[config.mk]
export PLATFORM = sky130hd
export DESIGN_NAME = proc_ctrl
export DESIGN_NICKNAME = d
export VERILOG_FILES = /design/src/rtl/proc_ctrl.sv
export SDC_FILE = /design/constraint.sdc
export NUM_CORES = 1
export LEC_CHECK = 0
export BUFFER_PORTS_ARGS = -buffer_cell sky130_fd_sc_hd__clkbuf_2
export CORE_UTILIZATION = 40
export CTS_CLUSTER_SIZE = 16
export DETAILED_ROUTE_END_ITERATION = 6
export GPL_TIMING_DRIVEN = 0
export PLACE_DENSITY = 0.69
export SKIP_LAST_GASP = 1
export SYNTH_ARGS = -nofsm -noshare
export SYNTH_HDL_FRONTEND = slang
export SYNTH_SLANG_ARGS = --single-unit
[constraint.sdc]
create_clock -name clk -period 2.85 [get_ports clk]
set_clock_uncertainty 0.05 [all_clocks]
set_input_delay 0.4275 -clock clk [delete_from_list [all_inputs] [get_ports clk]]
set_output_delay 0.4275 -clock clk [all_outputs]
set_load 0.01 [all_outputs]
[src/rtl/proc_ctrl.sv]
// proc_ctrl: sequencing controller for the simple bus-mux datapath.
// Steps each instruction {op, rx, ry} through one (load/move) or three
// (add/sub) control cycles. All datapath controls are decoded from the
// registered state and IR only, so start and instr never reach an output
// combinationally.
// Optional feature: define PROC_CTRL_PENDING_EN to add a one-deep pending
// instruction slot, which allows back-to-back issue with no IDLE gap.
module proc_ctrl (
    input  logic       clk,
    input  logic       rst_n,
    input  logic       start,
    input  logic [5:0] instr,
    output logic       ready,
    output logic       busy,
    output logic [1:0] mux_sel,
    output logic [1:0] rd_addr,
    output logic [3:0] r_load,
    output logic       a_load,
    output logic       g_load,
    output logic       add_sub,
    output logic       done
);
    localparam logic [1:0] IDLE_SEL = 2'b11;
    localparam logic [1:0] SEL_EXT  = 2'b00;
    localparam logic [1:0] SEL_REG  = 2'b01;
    localparam logic [1:0] SEL_G    = 2'b10;

    typedef enum logic [1:0] {S_IDLE, S_T1, S_T2, S_T3} state_t;

    state_t     state_q, state_d;
    logic [5:0] ir_q, ir_d;
    logic [1:0] op, rx, ry;
    logic       accept;

    assign op = ir_q[5:4];
    assign rx = ir_q[3:2];
    assign ry = ir_q[1:0];

`ifdef PROC_CTRL_PENDING_EN
    logic       pend_valid_q, pend_valid_d;
    logic [5:0] pend_ir_q, pend_ir_d;

    // A new instruction fits whenever the machine is idle or the slot is free
    assign ready = (state_q == S_IDLE) || !pend_valid_q;
`else
    assign ready = (state_q == S_IDLE);
`endif

    assign busy   = (state_q != S_IDLE);
    assign accept = start && ready;

    // Datapath control decode from registered state and IR
    always_comb begin
        mux_sel = IDLE_SEL;
        rd_addr = 2'b00;
        r_load  = 4'b0000;
        a_load  = 1'b0;
        g_load  = 1'b0;
        add_sub = 1'b0;
        done    = 1'b0;
        case (state_q)
            S_T1: begin
                if (!op[1]) begin
                    // load / move finish in a single cycle
                    r_load = 4'b0001 << rx;
                    done   = 1'b1;
                    if (op[0]) begin
                        mux_sel = SEL_REG;
                        rd_addr = ry;
                    end else begin
                        mux_sel = SEL_EXT;
                    end
                end else begin
                    mux_sel = SEL_REG;
                    rd_addr = rx;
                    a_load  = 1'b1;
                end
            end
            S_T2: begin
                mux_sel = SEL_REG;
                rd_addr = ry;
                g_load  = 1'b1;
                add_sub = op[0];
            end
            S_T3: begin
                mux_sel = SEL_G;
                r_load  = 4'b0001 << rx;
                done    = 1'b1;
            end
            default: ;
        endcase
    end

    // Next-state, IR capture and pending-slot bookkeeping
    always_comb begin
        state_d = state_q;
        ir_d    = ir_q;
`ifdef PROC_CTRL_PENDING_EN
        pend_valid_d = pend_valid_q;
        pend_ir_d    = pend_ir_q;
`endif
        case (state_q)
            S_IDLE: begin
                if (accept) begin
                    ir_d    = instr;
                    state_d = S_T1;
                end
            end
            S_T1:    state_d = op[1] ? S_T2 : S_IDLE;
            S_T2:    state_d = S_T3;
            S_T3:    state_d = S_IDLE;
            default: state_d = S_IDLE;
        endcase
`ifdef PROC_CTRL_PENDING_EN
        if (done) begin
            // Chain straight into the next instruction, slot first
            if (pend_valid_q) begin
                ir_d         = pend_ir_q;
                state_d      = S_T1;
                pend_valid_d = 1'b0;
            end else if (accept) begin
                ir_d    = instr;
                state_d = S_T1;
            end
        end else if (busy && accept) begin
            pend_ir_d    = instr;
            pend_valid_d = 1'b1;
        end
`endif
    end

    // State registers with asynchronous active-low reset
    always_ff @(posedge clk or negedge rst_n) begin
        if (!rst_n) begin
            state_q <= S_IDLE;
            ir_q    <= 6'b0;
`ifdef PROC_CTRL_PENDING_EN
            pend_valid_q <= 1'b0;
            pend_ir_q    <= 6'b0;
`endif
        end else begin
            state_q <= state_d;
            ir_q    <= ir_d;
`ifdef PROC_CTRL_PENDING_EN
            pend_valid_q <= pend_valid_d;
            pend_ir_q    <= pend_ir_d;
`endif
        end
    end
endmodule
==> results of run 1 <==
==> layout by cell type, fill, tap and decap left out, types with 2 or more instances in the layout <==
master,synthesis,routed
and2_1,2,2
mux2_2,7,7
clkbuf_4,0,3
o21ai_0,4,4
inv_1,5,5
a21oi_1,4,4
nor2_1,3,3
dfrtp_1,8,8
nor3b_1,2,2
ha_1,7,7
nand2_1,2,2
clkbuf_2,0,22
==> worst max-delay path by stage <==
stage                        start   endpoint  depth (start not counted)
after floorplan           register  r_load[1]                          5
after global placement    register  r_load[1]                          6
after detailed placement  register  r_load[2]                          6
after CTS                 register  r_load[2]                          6
after global routing      register  r_load[2]                          6
final                     register  r_load[2]                          6
==> layer usage <==
metal	wire length, um	GRT usage [%]
met1	456	22.8
met5	0	0
met2	603	31.4
met3	50	2.33
met4	18	18.8
==> cell type report <==
cell class / instances / area, um2
Fill cell: 108 / 475
Multi-Input combinational cell: 38 / 302
Sequential cell: 8 / 200
Timing Repair Buffer: 23 / 120
Clock buffer: 3 / 22.5
Inverter: 5 / 18.8
Tap cell: 14 / 17.5
==> through the flow <==
stage          total power (W)  area, um2
2_1_floorplan         0.000536        520
3_3_place_gp          0.000688        648
3_5_place_dp          0.000710        648
4_1_cts               0.000802        681
5_1_grt               0.000867        681
6_report              0.000792        681
==> power by group <==
part	internal [W]	switching (W)	leakage [nW]
Clock	0.0000483	0.0000394	0.0138
Sequential	0.000173	0.0000736	0.0956
Combinational	0.000212	0.000246	0.264
Total	0.000433	0.000359	0.373
==> worst max-delay path: stages, from the launching register on <==
cell and delay [ns]:
dfrtp_1 0.45, inv_1 0.13, ha_1 0.19, nor2b_1 0.20, nor2_1 0.11, nor3b_1 0.21, clkbuf_2 0.17
==> cell families after synthesis <==
kind of cell,synth area share [%]
and+or+nand+nor,13.9
AOI/OAI and AO/OA,12.0
adders and majority gates,16.8
muxes,15.1
buffers and inverters,3.61
DFF,38.5
==> metrics, run 1 <==
worst relative slew slack 83.9%; hold wc startpoint instr[1]; die height 38.1 um; Resized Gates After CTS 0; share of layout cells above drive strength 1 42.9%; Synthesized Nets 67; die width 38.1 um; Root Buffer clkbuf_4; Synth Area per Inst 10.2 um2; post-synthesis async set-or-reset flop share 100%; Area Growth Syn to Fin 30.8%; Leakage 0.373 nW; post-synth top area cell dfrtp_1; Synth area leaders dfrtp_1, ha_1, mux2_2, a21oi_1, o21ai_0; Worst Setup Start Kind register; r2r setup slk 1.20 ns; Initial Util 45.0%; H-tree Lvls 1; largest fanout on the critical path 7; total gr overflow 0; antenna diode count 0; largest net degree at the start of global routing 9; register area share after synthesis 38.5%; reg2reg start state_q[0]; row count 12; post-synth top area share 38.5%; ys flop type dfrtp_1; Reg clk slew, reported paths 0.06 ns; vias in the first global route 438; DRC 0; dpl ws 0.945 ns; final setup TNS 0 ns; maximum VDD drop 0.674 mV; vias per inst 5.10; Post-synth EDFFs 0; Gate Count Post-Synth 51; Worst Hold End ir_q[1]; drt first-iter violations 2; DR WL/cell 12.4 um; IO Port Bufs 22; CTS tree done; Finished Layout Cells 91; CTS Sinks 8; Final nets 95; GR Util All Layers 19.8%; critical path capture point type primary output; Warnings, synthesis 0; PD cells 1160 nW/um2; vias 464; # setup viols final 0; Max Slew Vio Count 0; Max-Cap Viols 0; CTS Hold Bufs 1; FF+latch count, synth 8; hold crit path type in2reg; die area 1450 um2; Detailed Route WL 1130 um; Worst Tran Pin Value 0.241 ns; DRT antenna net count 0; HPWL after DPL 894 um; Core Region 1160 um2; first-pass GRT wire length 1860 um; slack of the critical path 0.665 ns; CTS buffer count 3; GP Congestion 0.807; number of distinct library cells after synthesis 17; worst hold margin 0.357 ns; final count of hold timing violations 0; DRT Pass-1 Iters 4; Worst EP required 2.37 ns; Commonest cells post-synth dfrtp_1, ha_1, mux2_2, inv_1; post-route minimum period 2.18 ns; critical path type reg2out; RSZ-0062 raised after global routing no; max frequency 458 MHz; Final Cycle Share 76.7%; initial antenna violation count 0; mapped cell area 520 um2; CP arrival 1.71 ns; outcome finished, final reports clean; worst skew pair latency 0.25 ns; Inst Count DP 87; top-count cell post-synth dfrtp_1; Ports 23; hold path depth 2; Post-Route Utilization 58.9%; post-CTS setup buffers 0; clock buffer depth 2; Reg2Reg Depth 5
No activity file was read; power rests on OpenSTA's default activity.
==> run 2: changes to the inputs <==
clock period = 2.1 ns   (was 2.85 ns; I/O delays follow)
==> metrics, run 2 (synthesized netlist as in run 1, its figures left out) <==
vias in the first global route 438 (unchanged); reg2reg start state_q[0]; IO Port Bufs 22 (unchanged); Core Region 1160 um2 (unchanged); Detailed Route WL 1130 um (+0.18%); hold wc startpoint instr[1]; Leakage 0.373 nW (-0.19%); worst relative slew slack 83.9% (about the same); hold path depth 2 (unchanged); Max-Cap Viols 0 (unchanged); PD cells 1580 nW/um2 (+36%); post-route minimum period 2.01 ns; critical path type reg2out; final setup TNS 0 ns (unchanged); largest fanout on the critical path 7 (unchanged); total gr overflow 0 (unchanged); vias per inst 5.09 (-0.22%); initial antenna violation count 0 (unchanged); RSZ-0062 raised after global routing no; Initial Util 45.0% (unchanged); drt first-iter violations 2 (unchanged); Max Slew Vio Count 0 (unchanged); Reg2Reg Depth 5 (unchanged); DR WL/cell 12.4 um (+0.18%); power after layout 0.00108 W (+37%); post-CTS setup buffers 0 (unchanged); top cell family by delay on the critical path simple AND/OR/NAND/NOR gates; Worst Hold End ir_q[1]; Worst Tran Pin Value 0.241 ns (+0.000183 ns); row count 12 (unchanged); DRT antenna net count 0 (unchanged); antenna diode count 0 (unchanged); Final Cycle Share 95.7%; Finished Layout Cells 91 (unchanged); largest net degree at the start of global routing 9 (unchanged); Worst EP required 1.74 ns (-0.63 ns); die area 1450 um2 (unchanged); CP Buf/Inv Count 2 (unchanged); CP arrival 1.64 ns (-0.07 ns); Worst Setup Start Kind register; max frequency 498 MHz; CTS tree done; hold crit path type in2reg; GR Util All Layers 19.8% (unchanged); commonest non-fill, non-tap cell in the layout clkbuf_2; Root Buffer clkbuf_4; Area Growth Syn to Fin 31.5%; HPWL after DPL 894 um (unchanged); crit path max-delay cell type dfrtp_2; crit-path cells inv_1 -> ha_1 -> nor2b_2 -> nor2_1 -> nor3b_1 -> clkbuf_2; Final nets 95 (unchanged); CTS buffer count 3 (unchanged); die height 38.1 um (unchanged); vias 463 (-0.22%); clock buffer depth 2 (unchanged); outcome finished, final reports clean; critical path capture point type primary output; DRC 0 (unchanged); Critical Path Max Stage Delay 0.45 ns (about the same); CTS Sinks 8 (unchanged); r2r setup slk 0.45 ns (-0.75 ns); H-tree Lvls 1 (unchanged); worst skew pair latency 0.25 ns (about the same); Worst path depth 6 (unchanged); DRT Pass-1 Iters 4 (unchanged); first-pass GRT wire length 1860 um (unchanged); Inst Count DP 87 (unchanged); Reg clk slew, reported paths 0.06 ns (about the same); GP Congestion 0.807 (unchanged); fill count 108 (unchanged); final count of hold timing violations 0 (unchanged); commonest cells after routing, fill and taps aside clkbuf_2, mux2_2, ha_1, dfrtp_1, inv_1; # setup viols final 0 (unchanged); die width 38.1 um (unchanged); Ports 23 (unchanged); share of layout cells above drive strength 1 45.5% (+2.6 points); maximum VDD drop 0.924 mV (+37%)
[run 2: changes by cell type in the layout (fill, tap and decap cells not counted)]
cell     delta
nor2b_2     +1
nor2b_1     -1
dfrtp_2     +1
dfrtp_1     -1
[run 2: repair_timing]
| action | CTS | global route |
|---|---|---|
| hold endpoints to repair | 8 | 0 |
| hold buffers | 1 | 0 |
| endpoints found under the setup margin | 0 | 2 |
| resized for setup | 0 | 2 |
[run 2: stage by stage]
step | utilization [%] | cell area, um2 | setup WS (ns) | hold slack (ns)
2_1_floorplan | - | 520 | 0.460 | -0.0306
3_3_place_gp | 56.1 | 648 | 0.377 | 0.125
3_5_place_dp | 56.1 | 648 | 0.307 | 0.125
4_1_cts | 58.9 | 681 | 0.0211 | 0.237
5_1_grt | 59.2 | 684 | 0.00928 | 0.242
6_report | 59.2 | 684 | 0.0910 | 0.244
[run 2: where the power goes]
group	switching (W)	internal (W)	total, W
clock network	0.0000535	0.0000655	0.000119
logic	0.000334	0.000291	0.000625
registers	0.000101	0.000237	0.000338
total	0.000489	0.000594	0.00108
[run 2: how the worst max path moves through the flow]
stage	end	slack (ns)
after floorplan	register	0.46
after global placement	r_load[1]	0.38
after detailed placement	r_load[2]	0.31
after CTS	r_load[2]	0.02
after global routing	r_load[2]	0.009
final	r_load[2]	0.09
[run 2: cell type report]
class	count	area, um2	area share, %
Inverter	5	18.8	2.74
Sequential cell	8	201	29.4
Clock buffer	3	22.5	3.29
Timing Repair Buffer	23	120	17.6
Multi-Input combinational cell	38	304	44.4
Tap cell	14	17.5	2.56
[run 2: metal layers]
metal / routed length [um] / vias up / global-route usage [%]
met5: 0 / - / 0
met3: 50 / 2 / 2.33
met1: 457 / 220 / 22.8
li1: - / 226 / -
met2: 604 / 15 / 31.4
met4: 18 / 0 / 18.8
==> run 3: changes to the inputs <==
==> constraint.sdc (replaced) <==
create_clock -name clk -period 2.1 [get_ports clk]
set_clock_uncertainty 0.05 [all_clocks]
set_input_delay 0.42 -clock clk [delete_from_list [all_inputs] [get_ports clk]]
set_output_delay 0.42 -clock clk [all_outputs]
set_load 0.01 [all_outputs]
==> metrics, run 3 (synthesized netlist as in run 1, its figures left out) <==
Initial Util 45.0% (unchanged); die height 38.1 um (unchanged); initial antenna violation count 0 (unchanged); CTS Sinks 8 (unchanged); Detailed Route WL 1170 um (+3.4%); DRT Pass-1 Iters 4 (unchanged); CTS buffer count 3 (unchanged); register area 203 um2 (+0.62%); GR Util All Layers 20.3% (+0.50 points); post-route minimum period 2.03 ns (+0.0196 ns); PD cells 1590 nW/um2 (+0.76%); Area Growth Syn to Fin 35.1%; die area 1450 um2 (unchanged); fill count 105 (-2.8%); total gr overflow 0 (unchanged); Root Buffer clkbuf_4; vias per inst 5.05 (-0.67%); H-tree Lvls 1 (unchanged); outcome finished, final reports clean; worst hold margin 0.350 ns (+0.105 ns); crit-path cells inv_2 -> ha_2 -> nor2b_2 -> nor2_1 -> nor3b_1 -> buf_2; hold wc startpoint instr[1]; Critical Path Max Stage Delay 0.43 ns (-0.02 ns); vias 470 (+1.5%); Max Slew Vio Count 0 (unchanged); largest net degree at the start of global routing 9 (unchanged); HPWL after DPL 894 um (unchanged); share of layout cells above drive strength 1 50.6% (+5.2 points); drt first-iter violations 3 (+1); first-pass GRT wire length 1910 um (+2.6%); reg2reg start state_q[0]; row count 12 (unchanged); Worst Setup Start Kind register; DR WL/cell 12.6 um (+1.1%); vias in the first global route 449 (+2.5%); crit path max-delay cell type dfrtp_2; DRC 0 (unchanged); critical path capture point type primary output; largest fanout on the critical path 4 (-3); CP arrival 1.56 ns (-0.08 ns); worst relative slew slack 83.9% (about the same); Core Region 1160 um2 (unchanged); Worst Tran Pin Value 0.241 ns (+0.0000775 ns); RSZ-0062 raised after global routing no; Multi-input gate area 307 um2 (+0.82%); maximum VDD drop 0.917 mV (-0.77%); Final Cycle Share 96.6% (+0.93 points); GP Congestion 0.807 (unchanged); commonest non-fill, non-tap cell in the layout clkbuf_2; CTS tree done; IO Port Bufs 22 (unchanged); final count of hold timing violations 0 (unchanged); hold path depth 2 (unchanged); clock buffer depth 2 (unchanged); Final nets 97 (+2.1%); DRT antenna net count 0 (unchanged); max frequency 493 MHz (-0.96%); Max-Cap Viols 0 (unchanged); Leakage 0.381 nW (+2.4%); die width 38.1 um (unchanged); Worst EP required 1.63 ns (-0.11 ns); worst skew pair latency 0.25 ns (about the same); commonest cells after routing, fill and taps aside clkbuf_2, mux2_2, ha_1, dfrtp_1; # setup viols final 0 (unchanged); Ports 23 (unchanged); Reg clk slew, reported paths 0.06 ns (about the same); hold crit path type in2reg; critical path type reg2out; Reg2Reg Depth 5 (unchanged); antenna diode count 0 (unchanged); final setup TNS 0 ns (unchanged)
run 3: changes by cell type in the layout (fill, tap and decap cells not counted):
cell / previous run / this run
clkbuf_2: 22 / 21
buf_4: 0 / 2
inv_1: 5 / 4
ha_1: 7 / 6
ha_2: 0 / 1
buf_2: 0 / 1
dfrtp_2: 1 / 2
inv_2: 0 / 1
dfrtp_1: 7 / 6
run 3: layer usage:
metal / global-route usage (%) / vias to the layer above / share of wire [%]
li1: - / 231 / -
met1: 23.5 / 220 / 41
met5: 0 / - / 0
met4: 18.8 / 0 / 1.5
met3: 2.33 / 2 / 4.5
met2: 32.2 / 17 / 53
run 3: worst paths after layout:
path,endpoint,slack (ns)
max in group asynchronous,asynchronous set/reset pin,1.31
setup / recovery,r_load[2],0.07
hold reg to reg,ir_q[1],0.45
hold / removal,ir_q[1],0.35
setup reg to reg,register,0.48
min in group asynchronous,state_q[0],0.50
run 3: critical path, delay by kind of cell (launching register included):
family	cells	cell delay, ns
and+or+nand+nor	3	0.45
DFF	1	0.43
buffers and inverters	2	0.24
adders and majority gates	1	0.18
run 3: stage by stage:
step,cell area [um2],total power (W),worst slack (ns),util [%],std cells
after floorplan,520,0.000727,0.362,-,51
after global placement,648,0.000934,0.272,56.1,87
after detailed placement,648,0.000963,0.202,56.1,87
after CTS,702,0.00112,0.0227,60.7,93
after global routing,703,0.00122,0.0118,60.8,93
final,703,0.00112,0.0715,60.8,93
run 3: timing repair:
item,CTS,global route
endpoints found under the setup margin,3,2
hold buffers,1,0
hold endpoints to repair,8,0
setup buffers,2,0
gates resized for setup,3,3
run 3: area by class of cell:
type	count	share of cell area, %
clock buffer	3	3.20
inverter	5	2.67
multi-input combinational	38	43.6
sequential	8	28.8
tap	14	2.49
timing repair buffer	25	19.2
run 3: power breakdown:
part | total [W] | internal (W) | switching [W] | leakage [nW]
logic | 0.000665 | 0.000316 | 0.000348 | 0.275
clock network | 0.000118 | 0.0000655 | 0.0000528 | 0.0138
registers | 0.000338 | 0.000239 | 0.0000984 | 0.0931
total | 0.00112 | 0.000621 | 0.000500 | 0.381
